--- config.mk ---
export PLATFORM = sky130hd
export DESIGN_NAME = dual_fetch_unit
export DESIGN_NICKNAME = d
export VERILOG_FILES = /design/src/rtl/dual_fetch_unit.sv
export SDC_FILE = /design/constraint.sdc
export NUM_CORES = 1
export LEC_CHECK = 0
export ABC_AREA = 1
export CORE_MARGIN = 4
export CORE_UTILIZATION = 43
export DETAILED_ROUTE_END_ITERATION = 16
export PLACE_DENSITY = 0.9
export SYNTH_ARGS = -nofsm -noshare
export SYNTH_HDL_FRONTEND = slang
export SYNTH_SLANG_ARGS = --single-unit
--- constraint.sdc ---
create_clock -name clk1 -period 2.7 [get_ports clk1]
set_clock_uncertainty 0.15 [all_clocks]
set_input_delay 0.405 -clock clk1 [delete_from_list [all_inputs] [get_ports clk1]]
set_output_delay 0.405 -clock clk1 [all_outputs]
set_load 0.1 [all_outputs]
--- src/rtl/dual_fetch_unit.sv ---
// Dual-slot instruction fetch: reads PC/PC+1 each cycle, resolves slot jumps, holds on decode backpressure.
// Optional macro NOP_SQUASH_EN: NOP-opcode slots are delivered with their valid cleared.
module dual_fetch_unit #(
    parameter int unsigned PC_W    = 10,
    parameter int unsigned INSTR_W = 32
) (
    input  logic               clk1,
    input  logic               reset,
    output logic [PC_W-1:0]    imem_addr0,
    output logic [PC_W-1:0]    imem_addr1,
    input  logic [INSTR_W-1:0] imem_data0,
    input  logic [INSTR_W-1:0] imem_data1,
    input  logic               redirect_valid,
    input  logic [PC_W-1:0]    redirect_pc,
    input  logic               id_ready,
    output logic               if_valid0,
    output logic               if_valid1,
    output logic [INSTR_W-1:0] if_instr0,
    output logic [INSTR_W-1:0] if_instr1,
    output logic [PC_W-1:0]    if_pc0,
    output logic [PC_W-1:0]    if_pc1
);
    localparam int unsigned        OP_W     = 6;
    localparam logic [OP_W-1:0]    OP_J     = 6'b100000;
    localparam logic [OP_W-1:0]    OP_NOP   = 6'b111111;
    localparam logic [INSTR_W-1:0] NOP_WORD = {OP_NOP, {(INSTR_W-OP_W){1'b0}}};
`ifdef NOP_SQUASH_EN
    localparam bit SQUASH = 1'b1;
`else
    localparam bit SQUASH = 1'b0;
`endif

    typedef enum logic [1:0] {IDLE, FETCH, STALL} state_t;
    state_t state;

    logic [OP_W-1:0] op0;
    logic [OP_W-1:0] op1;
    logic            slot_v0;
    logic            slot_v1;
    logic [PC_W-1:0] fetch_next;
    logic            hold;

    // Slot qualification and next-PC selection for the pair currently on the memory bus
    always_comb begin
        op0        = imem_data0[31:26];
        op1        = imem_data1[31:26];
        slot_v0    = 1'b1;
        slot_v1    = 1'b1;
        fetch_next = imem_addr0 + PC_W'(2);
        if (op0 == OP_J) begin
            slot_v0    = 1'b0;
            slot_v1    = 1'b0;
            fetch_next = imem_data0[PC_W-1:0];
        end else if (op1 == OP_J) begin
            slot_v1    = 1'b0;
            fetch_next = imem_data1[PC_W-1:0];
        end
        if (SQUASH && (op0 == OP_NOP)) slot_v0 = 1'b0;
        if (SQUASH && (op1 == OP_NOP)) slot_v1 = 1'b0;
        hold = (if_valid0 | if_valid1) & ~id_ready;
    end

    // imem_addr0 is the architectural PC; imem_addr1 tracks PC+1 so both address ports are registered
    always_ff @(posedge clk1) begin
        if (reset) begin
            state      <= IDLE;
            imem_addr0 <= '0;
            imem_addr1 <= PC_W'(1);
            if_valid0  <= 1'b0;
            if_valid1  <= 1'b0;
            if_instr0  <= NOP_WORD;
            if_instr1  <= NOP_WORD;
            if_pc0     <= '0;
            if_pc1     <= '0;
        end else if (redirect_valid) begin
            state      <= FETCH;
            imem_addr0 <= redirect_pc;
            imem_addr1 <= redirect_pc + PC_W'(1);
            if_valid0  <= 1'b0;
            if_valid1  <= 1'b0;
        end else begin
            case (state)
                IDLE: state <= FETCH;
                FETCH, STALL: begin
                    if (hold) begin
                        state <= STALL;
                    end else begin
                        state      <= FETCH;
                        if_valid0  <= slot_v0;
                        if_valid1  <= slot_v1;
                        if_instr0  <= imem_data0;
                        if_instr1  <= imem_data1;
                        if_pc0     <= imem_addr0;
                        if_pc1     <= imem_addr1;
                        imem_addr0 <= fetch_next;
                        imem_addr1 <= fetch_next + PC_W'(1);
                    end
                end
                default: state <= IDLE;
            endcase
        end
    end
endmodule

; ---- Word-level counts from Yosys, hierarchy flattened
; Index checks and enable logic that the tools add are counted.
[word_totals]
register_bits = 108
latchBits = 0
out_inout_bits = 106
mem_count = 0
mem_bits_ro = 0
ram_bits = 0
[classes]
n_shift = 0
reduce_logical = 7
addsub = 3
order_cmp = 0
n_bitwise = 5
n_mux = 14
div = 0
eq_ne = 5
mul = 0
[ops]
columns = cell, n
row1 = 10-bit two-way mux, 8
row2 = 10-bit by 1-bit adder with 10-bit output (second input constant), 2
row3 = 6-bit == test (second input constant), 2
row4 = 10-bit by 2-bit adder with 10-bit output (second input constant), 1
row5 = 1-bit two-way mux, 4
row6 = 2-bit one-hot mux with 2 select lines, 1
row7 = 2-bit AND reduction, 2
row8 = 2-bit OR reduction, 2
row9 = 1-bit NOT, 3
row10 = 3-bit AND reduction, 1
row11 = 2-bit by 1-bit == test with 1-bit output (second input constant), 1
row12 = 2-bit == test (second input constant), 1
row13 = 2-bit logical NOT, 1
row14 = 2-bit two-way mux, 1
row15 = 2-bit inequality test (second input constant), 1
row16 = 2-bit nonzero test, 1
row17 = 1-bit AND, 1
row18 = 1-bit OR, 1

; ---- Logic depth before layout (Yosys ltp)
[depth]
depth_word = 7
depth_mapped = 16
depth_no_buf = 16

; ---- Least setup slack after synthesis
; OpenSTA, ideal clock, no wires.
[synth_timing]
path_type = reg2reg
start = register imem_addr0[1]
end = register imem_addr1[7]
required_ns = 2.437
arrival_ns = 2.402
setup_ns = 0.113
path_stages_with_launch = 15
period_less_slack_ns = 2.665
slack_ns = 0.035
path_cell_list = dfxtp_1 -> ha_1 -> nand3_1 -> nand2_1 -> nand2_1 -> nand2_4 -> nand3_4 -> a21oi_4 -> nand2_2 -> nor2_4 -> nand2_2 -> nand2_1 -> nand2_1 -> o21ai_1 -> inv_1
[synth_between]
elab_chain_cells = 7
[synth_lines]
columns = element, line
row1 = "start, declared", 9  ; output logic [PC_W-1:0] imem_addr0,
row2 = "start signal, assigned", 77  ; imem_addr0 <= redirect_pc;
row3 = "start signal, assigned", 95  ; imem_addr0 <= fetch_next;
row4 = 10-bit by 2-bit adder with 10-bit output, 49  ; fetch_next = imem_addr0 + PC_W'(2);
row5 = 10-bit two-way mux, 54  ; end else if (op1 == OP_J) begin
row6 = 10-bit two-way mux, 50  ; if (op0 == OP_J) begin
row7 = 10-bit by 1-bit adder with 10-bit output, 96  ; imem_addr1 <= fetch_next + PC_W'(1);
row8 = 10-bit two-way mux, 85  ; if (hold) begin
row9 = 10-bit two-way mux, 82  ; case (state)
row10 = 10-bit two-way mux, 75  ; end else if (redirect_valid) begin
row11 = "end signal, assigned", 78  ; imem_addr1 <= redirect_pc + PC_W'(1);
row12 = "end signal, assigned", 96
row13 = "end, declared", 10  ; output logic [PC_W-1:0] imem_addr1,
; Every way passes these cells. The select of a mux whose other input is x is not followed.
; A chain may end at the register's enable or synchronous reset.

; ---- Final worst setup path
[layout_timing]
start = input imem_data0[31]
end = register imem_addr1[9]
[layout_between]
elab_chain_cells = 6
[layout_lines]
columns = element, line
row1 = "start, declared", 11  ; input logic [INSTR_W-1:0] imem_data0,
row2 = 6-bit == test, 50
row3 = 10-bit two-way mux, 50
row4 = 10-bit by 1-bit adder with 10-bit output, 96
row5 = 10-bit two-way mux, 85
row6 = 10-bit two-way mux, 82
row7 = 10-bit two-way mux, 75
; Every way passes these cells. The select of a mux whose other input is x is not followed.

==> results.md <==
* Status: completed
* Setup CP Type: input port to flip-flop
* Nets at 898
* Top cell type by total area after synthesis: dfxtp_1
* Drt pass-1 iters at 5
* Ys Warns at 0
* Cell Area, Synth at 4580 µm²
* VDD IR max at 0.362 mV
* Post-synthesis cell type count at 34
* Worst Setup End Kind: flip-flop
* GR peak layer: met2
* Register area at 2160 µm²
* Syn avg cell area at 7.14 µm²
* Congestion Overflow GR at 0
* Sequential area share after synthesis at 47.2%
* Multi-input logic area at 2120 µm²
* Root Driver: clkbuf_8
* Final antenna-violating net count at 0
* Worst slew pin tran at 393 ps
* Number of synthesized flops with an enable pin at 0
* Hold-fix buffers, CTS at 0
* IO buf count at 183
* Worst min-delay path class: flip-flop to flip-flop
* Fin. Hold Viols at 0
* # diodes at 0
* Post-layout min period at 2230 ps
* Average vias per placed instance at 4.94
* First-pass GRT wire length at 22.3 mm
* Yosys reg bits at 108
* Die H at 111 µm
* Part of the cycle the worst path needs at 82.5%
* Initial core utilization at 44.2%
* Fmax at 449 MHz
* Layout fillers at 932
* Top_reg_cell synth: dfxtp_1
* Dpl hpwl at 10.3 mm
* Met1 Use GR at 27.5%
* RSZ-0062 raised after global routing: no
* Global placer's final weighted congestion at 0.962
* Grt met3 use at 6.60%
* Total negative slack at 0 ps
* Final Routed Wirelength at 13.9 mm
* Pin count of the biggest net entering global routing at 71
* Syn_nets at 724
* Max-slew headroom at the worst pin at 73.8%
* Clk slew on worst S/H paths at 100 ps
* Critical path launch point type: input port
* Share of cells above drive strength 1 at 19.4%
* Worst skew pair latency at 360 ps
* Resized cells post-CTS at 0
* Vias after detailed routing at 4730
* Final cell count without fillers at 957
* Final Slew Violations at 0
* DP Cell Count at 941
* Async set-reset flop share out of synthesis at 0%
* Synth Instances at 642
* CP arrival at 2350 ps
* Drt initial violations at 278
* Met2 Resource Use GR at 35.5%
* Max Cap Viol at 0
* PD cells at 681 nW/µm²
* # Post-CTS Setup Buffers at 0
* Leakage power at 3.13 nW
* Clk sink count at 108
* Setup Viol. Count Final at 0
* Die Area at 12400 µm²
* CP required at 2820 ps
* Gr usage total at 21.8%
* CTS tree: yes
* Commonest cells in the netlist: 181 x nor2_1, 108 x dfxtp_1, 96 x nand2_1, 83 x o21ai_0, 37 x inv_1
* Row cnt at 37
* Die width at 111 µm
* DR WL/cell at 14.5 µm
* Peak fanout along the critical path at 10
* CTS buffer count at 9
* Layout area overhead at 41.6%
* Initial antenna violation count at 0
* Count leader, synth: nor2_1
* Synth top area share at 47.2%
* Vias in the first global route at 4595
* Clock Tree Buf Depth at 2
* I/O pins at 184
* H-Tree Depth at 3
* DRC Markers at 0
* Core area at 10400 µm²
* Top cells by area, synth: dfxtp_1 47%, nor2_1 15%, o21ai_0 9.1%
## power breakdown
part / internal (W) / switching, W / total [W]
combinational: 0.000402 / 0.00131 / 0.00171
sequential: 0.00173 / 0.0000915 / 0.00182
clock: 0.000341 / 0.000546 / 0.000887
## flip-flops by register name, indices dropped and copies added, names as in the netlist
register / count
if_instr0: 32
if_instr1: 32
if_pc0: 10
if_pc1: 10
if_valid0: 1
if_valid1: 1
imem_addr0: 10
imem_addr1: 10
state: 2
## stage by stage
stage / utilization (%) / total power (W) / instance area (µm²) / hold slack [ps] / worst slack (ps)
final: 62.6 / 0.00442 / 6490 / 319 / 473
after global placement: 61.0 / 0.00356 / 6320 / 289 / 190
after global routing: 62.6 / 0.00461 / 6490 / 349 / 267
after floorplan: - / 0.00311 / 4580 / 334 / 34.5
after CTS: 62.6 / 0.00445 / 6490 / 321 / 528
after detailed placement: 61.0 / 0.00357 / 6320 / 295 / 141
## path summary, 6_finish.rpt
path                                      from             to  slack, ps  cells after the start
worst max register to register   imem_addr0[1]  imem_addr1[7]        510                     14
worst max-delay path            imem_data0[31]  imem_addr1[9]        470                     14
worst min-delay path             if_instr0[26]  if_instr0[26]        320                      2
worst min register to register   if_instr0[26]  if_instr0[26]        320                      2
## layout by cell type (no fill, tap or decap), drive strengths merged
cell and n:
a211oi 2, nor3 3, buf 123, inv 39, nand2 100, dfxtp 108
ha 4, nand3b 1, or2 2, xor2 3, o21ai 84, a21boi 1
nand3 34, o21bai 1, nand4 8, clkbuf 11, clkdlybuf4s50 77, clkinv 4
o211a 1, a21oi 23, o211ai 3, nor2 188, nor4 1
## logic make-up after synthesis
family | share of synthesized area (%)
flip-flops | 47.2
buffers and inverters | 6.82
adder cells (fa/ha/maj) | 1.09
XOR/XNOR | 0.573
AND/OR/NAND/NOR | 31.0
AO/OA/AOI/OAI | 13.4
## critical path, cell delays in order
cell and delay [ps]:
clkdlybuf4s50_1 470, inv_1 50, nor2_1 120, nand3_2 110, buf_4 200, buf_4 160, nor2_1 80, nor2_1 60
a21boi_0 250, nor2_1 100, nand4_1 130, nand3_1 100, nand2_1 70, inv_1 30
## routing by layer
layer / vias up / routed length [µm]
met4: 0 / 347
met5: - / 0
met3: 30 / 1210
met2: 185 / 6430
met1: 2110 / 5880
li1: 2405 / -
## area by class of cell
| type | instances | area share [%] |
|---|---|---|
| clock buffer | 11 | 2.02 |
| clock inverter | 5 | 0.559 |
| multi-input combinational | 459 | 32.6 |
| timing repair buffer | 200 | 26.7 |
| sequential | 108 | 33.3 |
| tap | 136 | 2.62 |
| inverter | 38 | 2.20 |
No activity file was read; power rests on OpenSTA's default activity.
